File: config.mk
export PLATFORM = sky130hd
export DESIGN_NAME = instr_fetch_store
export DESIGN_NICKNAME = d
export VERILOG_FILES = /design/src/rtl/instr_fetch_store_pkg.sv /design/src/rtl/instr_fetch_store_ram.sv /design/src/rtl/instr_fetch_store.sv
export SDC_FILE = /design/constraint.sdc
export NUM_CORES = 1
export LEC_CHECK = 0
export CORE_MARGIN = 5
export CORE_UTILIZATION = 50
export CTS_BUF_LIST = sky130_fd_sc_hd__clkbuf_16
export DETAILED_ROUTE_END_ITERATION = 7
export GPL_ROUTABILITY_DRIVEN = 0
export HOLD_SLACK_MARGIN = 0.05
export PLACE_DENSITY_LB_ADDON = 0.2
export SLEW_MARGIN = 20
export SYNTH_ARGS = -nofsm -noshare
export SYNTH_HDL_FRONTEND = slang
export SYNTH_SLANG_ARGS = --single-unit
export TNS_END_PERCENT = 5
File: constraint.sdc
create_clock -name clk -period 6.62 [get_ports clk]
set_input_delay 0.993 -clock clk [delete_from_list [all_inputs] [get_ports clk]]
set_output_delay 0.993 -clock clk [all_outputs]
set_load 0.03 [all_outputs]
File: src/rtl/instr_fetch_store_pkg.sv
// Shared widths, opcodes and FSM encoding for the instruction store / fetch sequencer.
package instr_fetch_store_pkg;

  localparam int ABITS_DEF = 6;
  localparam int AW_DEF    = 4;
  localparam int BW_DEF    = 4;

  localparam logic OP_HALT = 1'b0;
  localparam logic OP_EXEC = 1'b1;

  typedef enum logic [1:0] {IDLE, FETCH, PRESENT} state_e;

  // Word layout is {op, A, B}: B at [bw-1:0], A at [aw+bw-1:bw], op at the top bit.
  function automatic int dbits(input int aw, input int bw);
    return 1 + aw + bw;
  endfunction

  function automatic int op_pos(input int aw, input int bw);
    return aw + bw;
  endfunction

endpackage

File: src/rtl/instr_fetch_store_ram.sv
// DEPTH x DBITS store: one synchronous write port, one registered read port.
module instr_store_ram #(
  parameter int ABITS = 6,
  parameter int DBITS = 9
) (
  input  logic             clk,
  input  logic             rst_n,
  input  logic             we,
  input  logic [ABITS-1:0] waddr,
  input  logic [DBITS-1:0] wdata,
  input  logic             re,
  input  logic [ABITS-1:0] raddr,
  output logic [DBITS-1:0] rdata
);

  logic [DBITS-1:0] mem [2**ABITS];

  always_ff @(posedge clk)
    if (we) mem[waddr] <= wdata;

  // Read register doubles as the presented-word register, so it holds when re=0.
  always_ff @(posedge clk or negedge rst_n)
    if (!rst_n)  rdata <= '0;
    else if (re) rdata <= mem[raddr];

endmodule

File: src/rtl/instr_fetch_store.sv
// Loadable instruction store with a fetch sequencer streaming {op,A,B} words over valid/ready.
module instr_fetch_store
  import instr_fetch_store_pkg::*;
#(
  parameter int ABITS = ABITS_DEF,
  parameter int AW    = AW_DEF,
  parameter int BW    = BW_DEF,
  localparam int DBITS = dbits(AW, BW)
) (
  input  logic             clk,
  input  logic             rst_n,
  input  logic             ld_en,
  input  logic [ABITS-1:0] ld_addr,
  input  logic [DBITS-1:0] ld_data,
  input  logic             start,
  input  logic [ABITS-1:0] start_addr,
  output logic             instr_valid,
  input  logic             instr_ready,
  output logic             instr_op,
  output logic [AW-1:0]    instr_a,
  output logic [BW-1:0]    instr_b,
  output logic [ABITS-1:0] instr_pc,
  output logic             busy,
  output logic             done,
  output logic             overrun
);

  localparam int OPB = op_pos(AW, BW);

  state_e           state, nxt;
  logic [ABITS-1:0] pc, cnt;
  logic [DBITS-1:0] rdata;
  logic             re, we, is_exec, accept, last;

  assign is_exec = (rdata[OPB] == OP_EXEC);
  assign accept  = (state == PRESENT) && is_exec && instr_ready;
  assign last    = (cnt == '1);

  instr_store_ram #(.ABITS(ABITS), .DBITS(DBITS)) u_ram (
    .clk   (clk),
    .rst_n (rst_n),
    .we    (we),
    .waddr (ld_addr),
    .wdata (ld_data),
    .re    (re),
    .raddr (pc),
    .rdata (rdata)
  );

  always_ff @(posedge clk or negedge rst_n)
    if (!rst_n) state <= IDLE;
    else        state <= nxt;

  always_comb begin
    nxt = state;
    unique case (state)
      IDLE:    if (start) nxt = FETCH;
      FETCH:   nxt = PRESENT;
      PRESENT: if (!is_exec)   nxt = IDLE;
               else if (accept) nxt = last ? IDLE : FETCH;
      default: nxt = IDLE;
    endcase
  end

  always_comb begin
    busy        = (state != IDLE);
    re          = (state == FETCH);
    we          = ld_en && (state == IDLE);
    instr_valid = (state == PRESENT) && is_exec;
    done        = (state == PRESENT) && (!is_exec || (accept && last));
  end

  always_ff @(posedge clk or negedge rst_n)
    if (!rst_n) begin
      pc      <= '0;
      cnt     <= '0;
      overrun <= 1'b0;
    end else if (state == IDLE && start) begin
      pc      <= start_addr;
      cnt     <= '0;
      overrun <= 1'b0;
    end else if (accept) begin
      // Last accept of a full walk leaves pc on the final word; overrun flags the missing halt.
      if (last) overrun <= 1'b1;
      else begin
        pc  <= pc + ABITS'(1);
        cnt <= cnt + ABITS'(1);
      end
    end

  assign instr_pc = pc;
  assign instr_op = rdata[OPB];
  assign instr_a  = rdata[OPB-1:BW];
  assign instr_b  = rdata[BW-1:0];

endmodule
=== Word level (Yosys, flattened, before mapping) ===
Memories as Yosys holds them, arrays and structs flattened. A register that Yosys moved wholly into a read port is not among the register bits.
Index checks and enable logic that the tools add are counted.

* Input port bits: 26
* RAM bits: 576
* Memories kept: 1
* Logic and storage cells: 45
* Flip-flop bits (word level): 15

{| class="wikitable"
|+ Memories
! name !! words !! bits a word !! read ports !! clocked after memory_dff !! wr ports !! line !! RTL
|-
| u_ram.mem || 64 || 9 || 1 || 1 || 1 || instr_fetch_store_ram.sv:16 || <nowiki>logic [DBITS-1:0] mem [2**ABITS];</nowiki>
|}

* Add/subtract/negate cells: 2
* Eq/ne operators: 6
* Reduce and logical (&&, ||, !) cells: 16
* Multiplexer cells: 16

{| class="wikitable"
|+ Operators by type and width
! operator !! count
|-
| two-way mux 6 bit || 6
|-
| adder 6 x 1 -> 6 bit, second input constant || 2
|-
| == test 6 bit, second input constant || 1
|-
| logical AND 1 bit || 6
|-
| two-way mux 1 bit || 6
|-
| two-way mux 2 bit || 3
|-
| case mux 2 bit (3 select lines) || 1
|-
| AND reduction 2 bit || 3
|-
| nonzero test 2 bit || 3
|-
| != test 3 bit, second input constant || 1
|-
| == test 2 x 1 -> 1 bit, second input constant || 1
|-
| == test 2 bit, second input constant || 1
|-
| logical NOT 1 bit || 2
|-
| logical NOT 2 bit || 1
|-
| != test 2 x 1 -> 1 bit, second input constant || 1
|-
| != test 2 bit, second input constant || 1
|-
| logical OR 1 bit || 1
|}

=== Depth between registers and ports, before layout ===
Gate-level depths: netlist (run 1).

* Word-level depth: 6
* Mapped depth: 9

=== By module ===
From an unflattened synthesis (run 1), not the netlist that was laid out.

* Cells, all modules: 1128
* Area, all modules: 23590.1 um^2

{| class="wikitable"
|+ By module, submodules not included
! module !! instances !! cells an instance !! seq. area each (um^2) !! area an instance (um^2)
|-
| instr_store_ram || 1 || 1041 || 17521.8 || 22768.1
|-
| instr_fetch_store || 1 || 87 || 375.4 || 822.0
|}

=== Worst setup path before layout (run 1) ===
OpenSTA, ideal clock, no wires.

* Path kind: input to register
* Start: input ld_addr[5]
* End: memory u_ram.mem[37][0], enable pin
* Stages: 4
* Data required time: 6.246 ns
* Data arrival time: 2.250 ns
* Setup time: 0.374 ns
* Buffers on the path: 2
* Setup slack: 3.995 ns
* Path through: clkbuf_1 -> or3b_2 -> clkbuf_1 -> nor2_1

{| class="wikitable"
|+ RTL lines
! item !! line !! RTL
|-
| start, declared || instr_fetch_store.sv:13 || <nowiki>input logic [ABITS-1:0] ld_addr,</nowiki>
|-
| end, declared || instr_fetch_store_ram.sv:16 ||
|}

No word-level cell before the write port.

=== Final worst setup path (run 1) ===
* Start: register pc[0] (netlist: instr_pc[0])
* End: output instr_pc[0]

{| class="wikitable"
|+ RTL lines
! item !! line !! RTL
|-
| start, declared || instr_fetch_store.sv:31 || <nowiki>logic [ABITS-1:0] pc, cnt;</nowiki>
|-
| start signal, assigned || instr_fetch_store.sv:79 || <nowiki>pc <= start_addr;</nowiki>
|-
| start signal, assigned || instr_fetch_store.sv:86 || <nowiki>pc <= pc + ABITS'(1);</nowiki>
|-
| end, declared || instr_fetch_store.sv:22 || <nowiki>output logic [ABITS-1:0] instr_pc,</nowiki>
|}

No word-level cell between the ends.

==> flow_metrics.env, run 1 <==
export IMPL_start_kind="flop"
export IMPL_clock_fmax_mhz=255
export IMPL_netSwitchingFraction_pct=29.8
export IMPL_initial_cell_density_of_the_core_pct=50.5
export IMPL_yosys_warnings=0
export IMPL_seq_pwr_share_pct=43.6
export IMPL_num_io_pins=45
export IMPL_terminus_of_the_critical_flop_to_flop_path="u_ram.rdata[1]"
export IMPL_via_count=11400
export IMPL_critical_path_max_stage_delay_ps=920
export IMPL_dieWidth_um=227
export IMPL_r2r_slack_ps=3380
export IMPL_timing_final_max_slew_violations=0
export IMPL_min_delay_worst_endpoint="overrun"
export IMPL_cpLargestDelayFamily="buffers and inverters"
export IMPL_multi_input_area_um2=5290
export IMPL_drt_antenna_violating_nets=0
export IMPL_worstPathCellList="buf_12 > clkdlybuf4s50_1"
export IMPL_cts_setup_buffers=0
export IMPL_synthesis_area_um2=23500
export IMPL_prevailing_post_synth_register_cell="edfxtp_1"
export IMPL_timing_critical_path_fanout_max=67
export IMPL_cell_internal_pwr_mw=7.25
export IMPL_whs_path_depth=2
export IMPL_groute_usage_overall_pct=21.1
export IMPL_area_growth_pct=12.3
export IMPL_timing_final_hold_violations=0
export IMPL_drt_iter0_markers=1212
export IMPL_detail_route_wl_per_cell_um=28.7
export IMPL_die_y_um=227
export IMPL_synth_distinct_cells=49
export IMPL_grt_antenna_before_repair=0
export IMPL_drt_wl_total_um=53600
export IMPL_cts_root_to_sink_buffers=3
export IMPL_timing_max_slew_rel_slack_pct=35.7
export IMPL_finalClockSkew_ps=33.2
export IMPL_hold_path_startpoint="overrun"
export IMPL_worstSkewPairLatency_ps=630
export IMPL_fp_dieArea_um2=51500
export IMPL_postSynthRegisterBits=600
export IMPL_run_status="finished, final reports clean"
export IMPL_area_sequential_um2=17900
export IMPL_layout_commonest_cell="edfxtp_1"
export IMPL_core_rowCount=79
export IMPL_drv_max_cap_violation_count=0
export IMPL_cp_data_arrival_time_ps=2930
export IMPL_post_dp_hpwl_um=31500
export IMPL_top_library_cells_by_usage_in_the_layout_fill_and_taps_aside="576 x edfxtp_1, 130 x mux4_2, 93 x nor2_1"
export IMPL_synth_seq_area_share_pct=76.1
export IMPL_cts_inserted_buffers=59
export IMPL_power_switching_mw=3.08
export IMPL_timing_critical_path_required_ps=5630
export IMPL_drive_gt1_share_pct=22.0
export IMPL_timing_final_crit_share_pct=59.3
export IMPL_ctsRootBufferMaster="clkbuf_16"
export IMPL_setup_violations=0
export IMPL_crit_path_end_kind="output port"
export IMPL_detail_route_first_pass_iterations=8
export IMPL_setup_repair_after_global_routing_missed_its_margin="false"
export IMPL_async_flop_share_pct=4.00
export IMPL_ir_worst_vdd_mv=0.333
export IMPL_hold_path_class="flop to flop"
export IMPL_post_route_drc_count=0
export IMPL_placeableCoreArea_um2=46600
export IMPL_grt_max_degree=70
export IMPL_syn_nets=1181
export IMPL_setup_worst_path_class="flop to output port"
export IMPL_p_comb_share_pct=25.1
export IMPL_numPortBuffers=44
export IMPL_tightestPinTransition_ps=961
export IMPL_cp_buffers_inverters=2
export IMPL_worstReg2RegStart="instr_pc[0]"
export IMPL_static_leakage_power_nw=8.34
export IMPL_power_frac_clock_pct=31.2
export IMPL_first_global_vias=11500
export IMPL_timing_critical_path_slowest_stage_cell="dfrtp_4"
export IMPL_final_core_utilization_pct=56.7
export IMPL_fin_nets=1242
export IMPL_cts_hold_fix_buffers=0
export IMPL_postSynthCellCount=1153
export IMPL_r2r_worst_path_cells=6
export IMPL_layout_min_cycle_time_ps=3930
export IMPL_tritoncts="built"
export IMPL_fillers=3427
export IMPL_globalRouteOverflowTotal=0
export IMPL_syn_mean_instance_area_um2=20.4
export IMPL_antenna_cells=0
export IMPL_timing_setup_tns_ps=0
export IMPL_numClockSinks=600
export IMPL_clk_pin_slew_ps=60
export IMPL_synth_enable_flop_cells=576
export IMPL_average_vias_per_placed_instance=6.09
export IMPL_post_cts_resized_instances=0
export IMPL_p_per_area_nw_per_um2=391
export IMPL_wire_length_of_the_first_global_routing_pass_um=78700
export IMPL_htreeDepth=2
-- layout make-up --
cell class,count,area share (%)
clock buffers,59,5.59
clock inverters,51,1.48
well taps,607,2.88
multi-input cells,486,20.0
repair buffers,60,2.09
inverters,7,0.0995
flip-flops and latches,600,67.8
-- power by group through the flow --
| stage | Clock, mW | Sequential [mW] | Combinational [mW] |
|---|---|---|---|
| finish | 3.23 | 4.51 | 2.60 |
| floorplan | 0 | 4.44 | 1.87 |
| global route | 3.45 | 4.53 | 2.74 |
| detailed placement | 0 | 4.59 | 2.60 |
| CTS | 3.28 | 4.51 | 2.61 |
| global placement | 0 | 4.59 | 2.59 |
-- synth_stat cells (2+ instances only) --
cell type | n | area [um2]
or2_2 | 2 | 12.5
mux2_2 | 38 | 428
o32ai_1 | 7 | 61.3
nor2b_1 | 6 | 37.5
and3_1 | 2 | 12.5
o22ai_1 | 23 | 144
nand2_1 | 32 | 120
a211oi_1 | 2 | 15.0
mux2i_1 | 48 | 480
a21oi_1 | 4 | 20.0
nor3_1 | 13 | 65.1
dfrtp_1 | 24 | 601
o211ai_1 | 7 | 52.6
a22oi_1 | 6 | 45.0
o211a_1 | 3 | 30.0
ha_1 | 2 | 25.0
nand3_1 | 15 | 75.1
and2_1 | 2 | 12.5
o221ai_1 | 2 | 17.5
buf_2 | 21 | 105
buf_4 | 8 | 60.1
nand3b_1 | 4 | 30.0
buf_6 | 3 | 33.8
mux4_2 | 130 | 2930
nand2b_1 | 4 | 25.0
o21ai_0 | 10 | 50.1
clkbuf_1 | 27 | 101
inv_1 | 6 | 22.5
nand4_1 | 6 | 37.5
xnor2_1 | 5 | 43.8
edfxtp_1 | 576 | 17300
nor2_1 | 93 | 349
a221oi_1 | 2 | 17.5
xor2_1 | 5 | 43.8
-- tightest hold or removal path, cell delays in order, from the launching register on --
cell and delay, ps:
dfrtp_1 360, a31oi_1 50, nor2_1 70
-- sequential cells by signal, summed over array words and instances (netlist names) --
register / cells
instr_pc: 6
u_ram.mem: 576
state: 2
u_ram.rdata: 9
cnt: 6
overrun: 1
-- worst max path at each step --
stage                 from          endpoint  depth (start not counted)  slack [ps]
4_1_cts        instr_pc[0]       instr_pc[0]                          2        2620
6_report       instr_pc[0]       instr_pc[0]                          2        2690
3_3_place_gp         ld_en  u_ram.mem[21][0]                          5        2910
5_1_grt        instr_pc[0]       instr_pc[0]                          2        2520
3_5_place_dp         ld_en  u_ram.mem[37][2]                          5        2800
2_1_floorplan   ld_addr[5]  u_ram.mem[37][0]                          4        4000
-- metrics by stage --
step                setup slack, ps  cells  instance area (um2)  total power [mW]  hold WS (ps)
floorplan                      4000   1153                23500              6.31           505
global placement               2910   1760                24500              7.18           476
detailed placement             2800   1760                24500              7.20           515
CTS                            2620   1870                26400              10.4           522
global route                   2520   1870                26400              10.7           579
finish                         2690   1870                26400              10.3           518
-- cells by family after synthesis --
| kind of cell | share of synthesized area [%] |
|---|---|
| and+or+nand+nor | 3.41 |
| xor gates and xnor gates | 0.372 |
| muxes | 16.3 |
| buffers and inverters | 1.40 |
| adders and majority gates | 0.106 |
| AOI/OAI and AO/OA | 2.28 |
| DFF | 76.1 |
-- routing by layer --
layer / up-vias / wire (um) / GRT usage [%]
li1: 4870 / - / -
met1: 6006 / 23300 / 31.8
met2: 449 / 25200 / 32.4
met3: 70 / 4040 / 4.22
met4: 0 / 1040 / 5.16
met5: - / 0 / 0
Note: power is estimated with default switching activity, not from simulation.
==> inputs of run 2 (changes only) <==
Clock period 6.62 ns to 3.8 ns, I/O delays scaled along.
==> run 2 against run 1 <==
Against the previous run: die area stayed put; final cell count grew 3.2%; core utilization up 0.67 points; via count rose by 2.8%; sequential power rose by 72%; worst setup slack lost 2200 ps; sequential share of layout area is 0.79 points lower; critical path type unchanged.
==> flow_metrics.env, run 2 (synthesis gave the netlist of run 1 again) <==
export IMPL_run_status="finished, final reports clean"
export IMPL_area_growth_pct=13.6
export IMPL_timing_critical_path_fanout_max=61
export IMPL_area_sequential_um2=17900
export IMPL_largest_reg_flops=576
export IMPL_numPortBuffers=44
export IMPL_largest_register="u_ram.mem"
export IMPL_setup_violations=0
export IMPL_timing_max_slew_rel_slack_pct=26.7
export IMPL_crit_path_end_kind="output port"
export IMPL_cts_hold_fix_buffers=0
export IMPL_worstReg2RegStart="instr_pc[1]"
export IMPL_cp_data_arrival_time_ps=2770
export IMPL_groute_usage_overall_pct=22.2
export IMPL_drt_iter0_markers=1309
export IMPL_average_vias_per_placed_instance=6.07
export IMPL_worstPathCellList="buf_12 > clkdlybuf4s50_1"
export IMPL_worstSkewPairLatency_ps=620
export IMPL_core_rowCount=79
export IMPL_layout_commonest_cell="edfxtp_1"
export IMPL_initial_cell_density_of_the_core_pct=50.5
export IMPL_terminus_of_the_critical_flop_to_flop_path="u_ram.rdata[7]"
export IMPL_r2r_worst_path_cells=6
export IMPL_fillers=3480
export IMPL_clock_fmax_mhz=299
export IMPL_post_dp_hpwl_um=35500
export IMPL_drv_max_cap_violation_count=0
export IMPL_timing_final_hold_violations=0
export IMPL_timing_final_crit_share_pct=88.0
export IMPL_final_core_utilization_pct=57.4
export IMPL_setup_worst_path_class="flop to output port"
export IMPL_ir_worst_vdd_mv=0.651
export IMPL_cts_root_to_sink_buffers=3
export IMPL_post_route_drc_count=0
export IMPL_tightestPinTransition_ps=1100
export IMPL_p_per_area_nw_per_um2=663
export IMPL_first_global_vias=11800
export IMPL_start_kind="flop"
export IMPL_grt_max_degree=62
export IMPL_multi_input_area_um2=5290
export IMPL_drive_gt1_share_pct=25.2
export IMPL_placeableCoreArea_um2=46600
export IMPL_fp_dieArea_um2=51500
export IMPL_timing_setup_tns_ps=0
export IMPL_die_y_um=227
export IMPL_ctsRootBufferMaster="clkbuf_16"
export IMPL_setup_repair_after_global_routing_missed_its_margin="false"
export IMPL_hold_path_class="primary input to asynchronous set/reset pin"
export IMPL_drt_wl_total_um=56000
export IMPL_finalClockSkew_ps=20.1
export IMPL_dieWidth_um=227
export IMPL_cts_inserted_buffers=59
export IMPL_wire_length_of_the_first_global_routing_pass_um=82700
export IMPL_static_leakage_power_nw=8.62
export IMPL_via_count=11700
export IMPL_critical_path_max_stage_delay_ps=1070
export IMPL_timing_critical_path_required_ps=3230
export IMPL_cp_buffers_inverters=2
export IMPL_detail_route_first_pass_iterations=5
export IMPL_fin_nets=1306
export IMPL_r2r_slack_ps=770
export IMPL_top_library_cells_by_usage_in_the_layout_fill_and_taps_aside="576 x edfxtp_1, 130 x mux4_2, 93 x nor2_1"
export IMPL_post_cts_resized_instances=0
export IMPL_power_mw=17.7
export IMPL_drt_antenna_violating_nets=0
export IMPL_biggestRegsByFlops="u_ram.mem (576), u_ram.rdata (9)"
export IMPL_globalRouteOverflowTotal=0
export IMPL_cpLargestDelayFamily="flip-flops"
export IMPL_detail_route_wl_per_cell_um=29.0
export IMPL_hold_slack_ps=475
export IMPL_cts_setup_buffers=0
export IMPL_clk_pin_slew_ps=60
export IMPL_layout_min_cycle_time_ps=3340
export IMPL_antenna_cells=0
export IMPL_numClockSinks=600
export IMPL_htreeDepth=2
export IMPL_grt_antenna_before_repair=0
export IMPL_timing_final_max_slew_violations=0
export IMPL_num_io_pins=45
export IMPL_tritoncts="built"
export IMPL_timing_critical_path_slowest_stage_cell="dfrtp_4"
## run 2: report_power, final
part	internal, mW	total, mW	switching [mW]	leakage [nW]
Combinational	2.15	4.80	2.65	2.24
Clock	2.79	5.16	2.37	0.896
Sequential	7.39	7.76	0.371	5.48
## run 2: how the worst max path moves through the flow
| stage | startpoint | endpoint | slack (ps) | cells after the start |
|---|---|---|---|---|
| after floorplan | instr_pc[0] | u_ram.rdata[8] | 1470 | 6 |
| after global placement | instr_pc[1] | u_ram.rdata[0] | 830 | 6 |
| after detailed placement | instr_pc[1] | u_ram.rdata[0] | 840 | 6 |
| after CTS | instr_pc[1] | instr_pc[1] | 400 | 2 |
| after global routing | instr_pc[1] | instr_pc[1] | 400 | 2 |
| final | instr_pc[1] | instr_pc[1] | 460 | 2 |
## run 2: worst reg2reg max path, stage by stage (launching register included)
cell,delay [ps]
dfrtp_4,1070
buf_12,330
mux4_2,380
mux2i_1,270
nor2_1,80
o311ai_0,620
nand3_1,140
## run 2: metal layers
metal  share of wire [%]  vias to the layer above  track usage (%)  wire (um)
met4                 1.8                        0             5.26        984
met1                  44                     6159             34.2      24600
met3                 7.8                       55             3.85       4380
li1                    -                     4987                -          -
met5                   0                        -                0          0
met2                  47                      517             33.7      26100
## run 2: cell type report
cell class | count | area share, %
Clock buffer | 59 | 5.53
Multi-Input combinational cell | 486 | 19.8
Clock inverter | 46 | 0.735
Tap cell | 607 | 2.84
Sequential cell | 600 | 67.0
Inverter | 7 | 0.0984
Timing Repair Buffer | 124 | 3.96
## run 2: per-stage QoR
stage               instances  cell area, um2  setup slack (ps)
detailed placement       1824           25000               840
floorplan                1153           23500              1470
global route             1929           26700               401
finish                   1929           26700               457
global placement         1824           25000               834
CTS                      1929           26700               397
